<file path="config.mk">
export PLATFORM = sky130hd
export DESIGN_NAME = fetch_unit
export DESIGN_NICKNAME = d
export VERILOG_FILES = /design/src/rtl/fetch_unit.sv
export SDC_FILE = /design/constraint.sdc
export NUM_CORES = 1
export LEC_CHECK = 0
export CAP_MARGIN = 10
export CORE_MARGIN = 2
export CORE_UTILIZATION = 45
export DETAILED_ROUTE_END_ITERATION = 10
export DONT_BUFFER_PORTS = 1
export GPL_TIMING_DRIVEN = 0
export PLACE_DENSITY_LB_ADDON = 0.15
export SETUP_SLACK_MARGIN = 0.2
export SKIP_LAST_GASP = 1
export SLEW_MARGIN = 20
export SYNTH_ARGS = -nofsm -noshare
export SYNTH_HDL_FRONTEND = slang
export SYNTH_SLANG_ARGS = --single-unit
export TNS_END_PERCENT = 100
</file>
<file path="constraint.sdc">
create_clock -name clk -period 6.7 [get_ports clk]
set_input_delay 0.67 -clock clk [delete_from_list [all_inputs] [get_ports clk]]
set_output_delay 0.67 -clock clk [all_outputs]
set_load 0.05 [all_outputs]
</file>
<file path="src/rtl/fetch_unit.sv">
// SISC fetch unit: program counter, branch-target adder, instruction register and
// instruction-memory read port with a req/ack handshake and a fetch timeout.
module fetch_unit #(
    parameter int unsigned AW        = 16,
    parameter int unsigned DW        = 32,
    parameter int unsigned RESET_VEC = 0,
    parameter int unsigned TIMEOUT   = 15
) (
    input  logic          clk,
    input  logic          rst,
    input  logic          pc_rst,
    input  logic          pc_write,
    input  logic          pc_sel,
    input  logic          br_sel,
    input  logic          ir_load,
    output logic          imem_req,
    output logic [AW-1:0] imem_addr,
    input  logic          imem_ack,
    input  logic [DW-1:0] imem_rdata,
    output logic [AW-1:0] pc_out,
    output logic [DW-1:0] ir,
    output logic [3:0]    opcode,
    output logic [3:0]    mm,
    output logic [15:0]   imm,
    output logic          fetch_busy,
    output logic          ir_valid,
    output logic          fetch_err
);

    localparam int unsigned CW = $clog2(TIMEOUT + 1);

    typedef enum logic {
        IDLE,
        WAIT
    } state_t;

    state_t          state;
    logic [AW-1:0]   pc;
    logic [AW-1:0]   fetch_addr;
    logic [CW-1:0]   cnt;
    logic [AW-1:0]   target;

    // Branch target from the IR immediate; both forms wrap modulo 2^AW.
    assign target = br_sel ? AW'(imm) : pc + AW'(imm);

    always_ff @(posedge clk) begin
        if (rst) begin
            pc         <= AW'(RESET_VEC);
            ir         <= '0;
            state      <= IDLE;
            fetch_addr <= '0;
            cnt        <= '0;
            imem_req   <= 1'b0;
            fetch_busy <= 1'b0;
            ir_valid   <= 1'b0;
            fetch_err  <= 1'b0;
        end else begin
            if (pc_rst) begin
                pc <= AW'(RESET_VEC);
            end else if (pc_write) begin
                pc <= pc_sel ? target : pc + AW'(1);
            end

            ir_valid <= 1'b0;
            case (state)
                IDLE: begin
                    // fetch_addr takes the PC as it was before any same-cycle pc_write
                    if (ir_load) begin
                        fetch_addr <= pc;
                        cnt        <= '0;
                        state      <= WAIT;
                        imem_req   <= 1'b1;
                        fetch_busy <= 1'b1;
                    end
                end
                WAIT: begin
                    if (imem_ack) begin
                        ir         <= imem_rdata;
                        cnt        <= '0;
                        state      <= IDLE;
                        imem_req   <= 1'b0;
                        fetch_busy <= 1'b0;
                        ir_valid   <= 1'b1;
                    end else if (cnt == CW'(TIMEOUT - 1)) begin
                        // memory never answered: load a NOOP and flag it
                        ir         <= '0;
                        fetch_err  <= 1'b1;
                        cnt        <= '0;
                        state      <= IDLE;
                        imem_req   <= 1'b0;
                        fetch_busy <= 1'b0;
                        ir_valid   <= 1'b1;
                    end else begin
                        cnt <= cnt + CW'(1);
                    end
                end
                default: state <= IDLE;
            endcase
        end
    end

    assign imem_addr = fetch_addr;
    assign pc_out    = pc;
    assign opcode    = ir[31:28];
    assign mm        = ir[27:24];
    assign imm       = ir[15:0];

endmodule
</file>
=== Word level (Yosys, flattened, before mapping) ===
Index checks and enable logic that the tools add are counted.

* Bits in registers: 72
* Input bits: 40
* Output and inout bits: 92
* Logic and storage cells: 41

* Add/sub/neg operators: 3
* Equal/unequal tests: 3
* Mux-type cells: 18
* Bitwise gates (word level): 2
* Reductions and logical operators: 7

{| class="wikitable"
|+ Operators by type and width
! operator !! number
|-
| 2-to-1 mux 32 bit || 2
|-
| 2-to-1 mux 16 bit || 2
|-
| adder 16 x 1 -> 16 bit (second input constant) || 1
|-
| adder 16 bit || 1
|-
| 2-to-1 mux 4 bit || 3
|-
| 2-to-1 mux 1 bit || 8
|-
| case mux 4 bit (2 select lines) || 1
|-
| AND reduction 2 bit || 3
|-
| adder 4 x 1 -> 4 bit (second input constant) || 1
|-
| == test 4 bit (second input constant) || 1
|-
| case mux 1 bit (2 select lines) || 2
|-
| OR reduction 2 bit || 2
|-
| != test 3 x 2 -> 1 bit (second input constant) || 1
|-
| AND reduction 3 bit || 1
|-
| != test 2 bit (second input constant) || 1
|-
| inverter 1 bit || 2
|-
| nonzero test 2 bit || 1
|}

=== Longest topological paths before layout ===
Gate-level depths: netlist (run 1).

* Depth in word-level cells: 4
* Mapped depth: 9
* Gate-level depth less buffers: 9

=== Worst setup path after synthesis (run 1) ===
Ideal clock, no wire load.

* Kind: register to register
* From: register pc[0] (netlist: pc_out[0])
* To: register pc[12] (netlist: pc_out[12])
* Library setup time: 95 ps
* Arrival time: 2552 ps
* Data required time: 6605 ps
* Slack: 4053 ps
* Cell stages (with the launch flop): 10
* Path buffers: 0
* Period minus slack after synthesis: 2647 ps
* Cells stage by stage: dfxtp_1 -> ha_1 -> fa_1 -> a21o_1 -> a221oi_2 -> o211ai_1 -> o21ai_1 -> xor2_1 -> a211o_1 -> a221oi_1

* Cells in the longest elaborated chain, start to end: 3
* Elaborated cells on any way between the ends: 4
* Classes of those cells: add/sub (2); mux (2)

{| class="wikitable"
|+ Ends and longest elaborated chain
! what !! RTL line !! RTL
|-
| start: declaration || 38 || <nowiki>logic [AW-1:0] pc;</nowiki>
|-
| start signal: assignment || 48 || <nowiki>pc <= AW'(RESET_VEC);</nowiki>
|-
| start signal: assignment || 59 || <nowiki>pc <= AW'(RESET_VEC);</nowiki>
|-
| start signal: assignment || 61 || <nowiki>pc <= pc_sel ? target : pc + AW'(1);</nowiki>
|-
| adder 16 bit || 44 || <nowiki>assign target = br_sel ? AW'(imm) : pc + AW'(imm);</nowiki>
|-
| 2-to-1 mux 16 bit || 44 ||
|-
| 2-to-1 mux 16 bit (*) || 61 ||
|}

Every way passes the cells marked *; elsewhere a longest branch is shown, timed or not.
A chain may end at the register's enable or synchronous reset.

=== Final worst setup path (run 1) ===
Ends and elaborated chain as after synthesis.

==> flow_summary_export.csv, run 1 <==
group,metric,value,unit
worst_hold_path,hold_class,"in -> reg",
synthesis,ys_warn_count,0,
clock_network,cts_made_buffers,9,
setup_path,r2r-start,"pc_out[0]",
detailed_routing,first_pass_iters,4,
final_layout,layout-drive-gt1-share,0.114,
clock_network,cts.clk_slew.worst_paths,0.08,ns
place,dpl.hpwl,7980,um
timing,fmax,331,MHz
detailed_routing,wirelength,10700,um
synthesis,syn-num-nets,518,
outcome,status,"completed",
timing,drv_slew,0,
worst_hold_path,min_path_cells,1,
clock_network,cts_tree,"yes",
die,die_area,9440,um^2
die,core,8300,um^2
timing,fin_worst_hold_slack,0.433,ns
global_routing,overflow,0,
setup_path,worstSetupEndpointType,"flip-flop",
detailed_routing,ant_nets,0,
worst_hold_path,min_from,"imem_rdata[12]",
global_routing,grt_pass1_vias,3227,
global_routing,grt_pass1_wl,16800,um
place,place_congestion,0.927,
die,num_rows,33,
clock_network,post_cts_buffers,0,
timing,finClkSkew,0.0100,ns
clock_network,clock-sinks,72,
global_routing,grt_max_degree,14,
final_layout,final_cell_mix,"72 x dfxtp_1, 63 x nand2_1, 40 x a21oi_1",
synthesis,synth_area_leader_cell,"dfxtp_1",
place,place_area,4040,um^2
clock_network,clock_path_buffers,2,
detailed_routing,wire_per_inst,18.4,um
final_layout,n_antenna_cell,0,
synthesis,yosysSeqAreaShare,0.369,
die,initial_core_util,0.470,
setup_path,arrival,3.27,ns
clock_network,cts_root_buf,"clkbuf_8",
flow_run,cap_violations,0,
synthesis,synth_top_area_share,0.369,
worst_hold_path,worst_hold_path.endpoint,"ir[12]",
setup_path,r2r_setup_slack,3.68,ns
detailed_routing,vias,3508,
synthesis,ys_types,53,
place,port_buffers,0,
timing,final.period_utilization,0.451,
setup_path,path_max_fanout,7,
final_layout,area_growth,8.56,%
setup_path,cp.required,6.95,ns
synthesis,async_reset_ff_frac,0,
final_layout,fin_area,4240,um^2
detailed_routing,drt_iter0_markers,201,
synthesis,syn_inst,459,
global_routing,antenna_found_initial,0,
synthesis,synth_area,3900,um^2
power_and_ir_drop,p_leak,1.74,nW
power_and_ir_drop,vdd_drop_max,113,uV
synthesis,synth_edf_count,0,
detailed_routing,vias_per_cell,6.05,
clock_network,post_cts_resized,0,
die,die_height,97.1,um
timing,tightestPinTransition,0.911,ns
timing,fin_setup_tns,0,ns
synthesis,syn_area_per_cell,8.50,um^2
final_layout,final_common_cell,"dfxtp_1",
power_and_ir_drop,power_density,227,nW/um^2
detailed_routing,route.detailed.drc,0,
synthesis,synthFlopType,"dfxtp_1",
setup_path,critical_path_class,"reg -> reg",
die,io_pins,132,
setup_path,ff2ff_path_depth,9,
synthesis,yosys_register_bits,72,
timing,min_period,3.02,ns
global_routing,grt.total_usage,0.221,
clock_network,hold_buffers,0,
die,die_w,97.1,um
clock_network,clkLatencyLatePin,0.35,ns
final_layout,nNetsFinal,529,
setup_path,cp-start-kind,"flip-flop",
clock_network,cts_max_level,3,
timing,slew_headroom,0.388,
synthesis,yosys-top-cells-area,"dfxtp_1 37%, a22o_1 7.2%, nand2_1 6.1%",
timing,rsz0062_at_grt,"no",
setup_path,r2r-end,"pc_out[12]",
timing,setup-violations-final,0,
timing,final_hold_viol_count,0,
-- flip-flops by register name, summed over array words and instances, names as in the netlist --
| register | flops |
|---|---|
| pc_out | 16 |
| ir | 32 |
| fetch_busy | 1 |
| fetch_err | 1 |
| cnt | 4 |
| state | 1 |
| ir_valid | 1 |
| imem_addr | 16 |
-- cell families (layout without fill, tap and decap cells) --
logic type / Yosys count / count (layout) / share of synthesized area
AOI/OAI and AO/OA: 150 / 150 / 0.266
and+or+nand+nor: 145 / 145 / 0.179
DFF: 72 / 72 / 0.369
buffers and inverters: 53 / 69 / 0.0750
adders and majority gates: 19 / 19 / 0.0628
xor gates and xnor gates: 13 / 13 / 0.0292
muxes: 7 / 7 / 0.0179
-- metal layers --
metal,vias to the layer above,global-route usage,wire length (um)
met3,10,0.0590,766
met4,0,0.0845,123
li1,1682,-,-
met5,-,0,0
met1,1685,0.280,4610
met2,131,0.358,5170
-- cell type report --
class | instances | area (um^2)
fill | 829 | 4060
multi-input combinational | 334 | 2170
sequential | 72 | 1440
buffer | 49 | 278
clock buffer | 10 | 138
tap | 105 | 131
clock inverter | 6 | 65.1
inverter | 4 | 15.0
-- worst max-delay path, cell delays in order (launching register included) --
cell,delay [ns]
dfxtp_1,0.55
ha_1,0.36
fa_1,0.40
a21o_1,0.23
a221oi_2,0.45
o211ai_1,0.14
o21ai_1,0.11
xor2_1,0.09
a211o_1,0.30
a221oi_1,0.26
-- power by group --
| group | internal [W] | total (W) | switching, W |
|---|---|---|---|
| Clock | 0.000183 | 0.000357 | 0.000174 |
| Combinational | 0.0000358 | 0.000109 | 0.0000735 |
| Sequential | 0.000440 | 0.000497 | 0.0000568 |
-- how the worst max path moves through the flow --
stage | start | to | slack (ns) | depth (start not counted)
floorplan | pc_out[0] | pc_out[12] | 4.05 | 9
global placement | pc_out[0] | pc_out[12] | 3.77 | 9
detailed placement | pc_out[0] | pc_out[12] | 3.74 | 9
CTS | pc_out[0] | pc_out[12] | 3.71 | 9
global route | pc_out[0] | pc_out[12] | 3.51 | 9
finish | pc_out[0] | pc_out[12] | 3.68 | 9
-- per-stage QoR --
stage / std cells / utilization / power [W] / setup WS (ns)
after global routing: 580 / 0.511 / 0.00100 / 3.51
after detailed placement: 564 / 0.486 / 0.000616 / 3.74
final: 580 / 0.511 / 0.000963 / 3.68
after CTS: 580 / 0.511 / 0.000970 / 3.71
after global placement: 564 / 0.486 / 0.000614 / 3.77
after floorplan: 459 / - / 0.000591 / 4.05
-- Yosys cell counts (all sizes together), types with 7 or more instances --
cell type   n
mux2i       7
clkbuf     22
buf        27
o21ai      27
dfxtp      72
nor3        8
a21o        7
ha         18
nand3       8
nand2      63
xor2        7
nor2       26
a21oi      40
a22o       33
Power figures use the tool's default switching activity.
==> run 2: changes to the inputs <==
==> constraint.sdc (replaced) <==
create_clock -name clk -period 3.09 [get_ports clk]
set_input_delay 0.309 -clock clk [delete_from_list [all_inputs] [get_ports clk]]
set_output_delay 0.309 -clock clk [all_outputs]
set_load 0.05 [all_outputs]
==> run 2 against run 1 <==
  * Register-to-register slack got worse by 3.3 ns
  * Routed wire length fell by 0.56%
  * Via count barely moved
  * Largest cell class unchanged
  * Highest routed layer unchanged
==> flow_summary_export.csv, run 2 (synthesized netlist as in run 1, its figures left out) <==
group,metric,value,unit
setup_path,cp-start-kind,"flip-flop",
final_layout,final_cell_mix,"63 x nand2_1, 63 x dfxtp_1, 40 x a21oi_1",
global_routing,grt_pass1_wl,16800,um
setup_path,r2r_setup_slack,0.37,ns
setup_path,ff2ff_path_depth,9,
die,initial_core_util,0.470,
detailed_routing,vias_per_cell,6.05,
timing,setup-violations-final,0,
clock_network,cts_max_level,3,
power_and_ir_drop,combPwrFrac,0.113,
setup_path,r2r-start,"pc_out[0]",
power_and_ir_drop,switchingPower,0.000661,W
place,dpl.hpwl,7980,um
worst_hold_path,min_from,"imem_rdata[12]",
final_layout,n_fill_cell,825,
place,port_buffers,0,
clock_network,clock_path_buffers,2,
worst_hold_path,worst_hold_path.endpoint,"ir[12]",
detailed_routing,route.detailed.drc,0,
detailed_routing,ant_nets,0,
global_routing,grt.total_usage,0.220,
timing,slew_headroom,0.450,
clock_network,clkLatencyLatePin,0.36,ns
die,die_w,97.1,um
timing,rsz0062_at_grt,"yes",
outcome,status,"completed",
clock_network,post_cts_buffers,0,
clock_network,cts_tree,"yes",
worst_hold_path,hold_class,"in -> reg",
final_layout,nNetsFinal,529,
timing,min_period,2.72,ns
timing,fin_worst_hold_slack,0.0694,ns
die,io_pins,132,
detailed_routing,vias,3507,
clock_network,cts.clk_slew.worst_paths,0.08,ns
die,die_area,9440,um^2
timing,drv_slew,0,
setup_path,r2r-end,"pc_out[12]",
global_routing,overflow,0,
global_routing,grt_pass1_vias,3210,
place,place_congestion,0.927,
global_routing,grt_max_degree,14,
final_layout,seq_area,1450,um^2
power_and_ir_drop,switching_share,0.316,
timing,fmax,368,MHz
setup_path,path_max_fanout,7,
power_and_ir_drop,p_leak,1.74,nW
power_and_ir_drop,vdd_drop_max,245,uV
final_layout,regMostFlops,"ir",
timing,fin_setup_tns,0,ns
flow_run,cap_violations,0,
final_layout,multi_input_area,2190,um^2
setup_path,worstSetupEndpointType,"flip-flop",
final_layout,area_growth,9.26,%
global_routing,antenna_found_initial,0,
final_layout,n_antenna_cell,0,
timing,finClkSkew,0.00996,ns
timing,final.period_utilization,0.880,
clock_network,cts_root_buf,"clkbuf_8",
setup_path,arrival,2.97,ns
clock_network,clock-sinks,72,
detailed_routing,wirelength,10600,um
die,core,8300,um^2
setup_path,cp.required,3.34,ns
detailed_routing,drt_iter0_markers,208,
timing,tightestPinTransition,0.824,ns
final_layout,layout-drive-gt1-share,0.135,
die,die_height,97.1,um
final_layout,largest_reg_flops,32,
power_and_ir_drop,sequentialPowerShare,0.515,
power_and_ir_drop,p_int,0.00143,W
setup_path,critical_path_class,"reg -> reg",
power_and_ir_drop,power_density,490,nW/um^2
worst_hold_path,min_path_cells,1,
timing,final_hold_viol_count,0,
clock_network,hold_buffers,0,
detailed_routing,first_pass_iters,4,
clock_network,cts_made_buffers,9,
die,num_rows,33,
detailed_routing,wire_per_inst,18.3,um
power_and_ir_drop,power_frac_clock,0.372,
==> run 2: how the worst max path moves through the flow <==
| stage | start | to | slack [ns] | cells after the start |
|---|---|---|---|---|
| 2_1_floorplan | pc_out[0] | pc_out[12] | 0.44 | 9 |
| 6_report | pc_out[0] | pc_out[12] | 0.37 | 9 |
| 4_1_cts | pc_out[5] | pc_out[12] | 0.22 | 8 |
| 5_1_grt | pc_out[0] | pc_out[12] | 0.18 | 9 |
| 3_5_place_dp | pc_out[0] | pc_out[12] | 0.13 | 9 |
| 3_3_place_gp | pc_out[0] | pc_out[12] | 0.16 | 9 |
==> run 2: metrics by stage <==
stage | utilization | setup WS, ns | power (W) | std cells | cell area (um^2)
after floorplan | - | 0.443 | 0.00128 | 459 | 3900
after global placement | 0.486 | 0.163 | 0.00133 | 564 | 4040
after detailed placement | 0.486 | 0.126 | 0.00133 | 564 | 4040
after CTS | 0.512 | 0.221 | 0.00210 | 580 | 4250
after global routing | 0.514 | 0.176 | 0.00217 | 580 | 4270
final | 0.514 | 0.371 | 0.00209 | 580 | 4270
==> run 2: timing repair <==
action | 4_1_cts | 5_1_grt
setup endpoints to repair | 1 | 4
gates resized for setup | 2 | 9
hold endpoints to repair | 0 | 0
gates cloned | 0 | 0
==> run 2: layer usage <==
| layer | up-vias | share of wire | global-route usage |
|---|---|---|---|
| met5 | - | 0 | 0 |
| met1 | 1676 | 0.43 | 0.282 |
| met3 | 15 | 0.082 | 0.0590 |
| met2 | 134 | 0.48 | 0.353 |
| li1 | 1682 | - | - |
| met4 | 0 | 0.014 | 0.0845 |
==> run 2: area by class of cell <==
| cell class | count | share of cell area |
|---|---|---|
| inverters | 4 | 0.00352 |
| multi-input cells | 334 | 0.512 |
| flip-flops and latches | 72 | 0.341 |
| well taps | 105 | 0.0308 |
| plain buffers | 49 | 0.0651 |
| clock buffers | 10 | 0.0323 |
| clock inverters | 6 | 0.0153 |
==> run 2: worst max-delay path, stage by stage (launching register included) <==
cell and delay (ns):
dfxtp_2 0.45, ha_1 0.28, fa_1 0.40, a21o_1 0.24, a221oi_4 0.34, o211ai_1 0.13
o21ai_1 0.11, xor2_1 0.09, a211o_1 0.30, a221oi_1 0.26
==> run 2: power groups by stage <==
stage          Sequential, W  Combinational (W)  Clock (W)
2_1_floorplan        0.00109           0.000196          0
3_3_place_gp         0.00110           0.000233          0
3_5_place_dp         0.00110           0.000236          0
4_1_cts              0.00108           0.000238   0.000789
5_1_grt              0.00108           0.000258   0.000831
6_report             0.00108           0.000237   0.000777
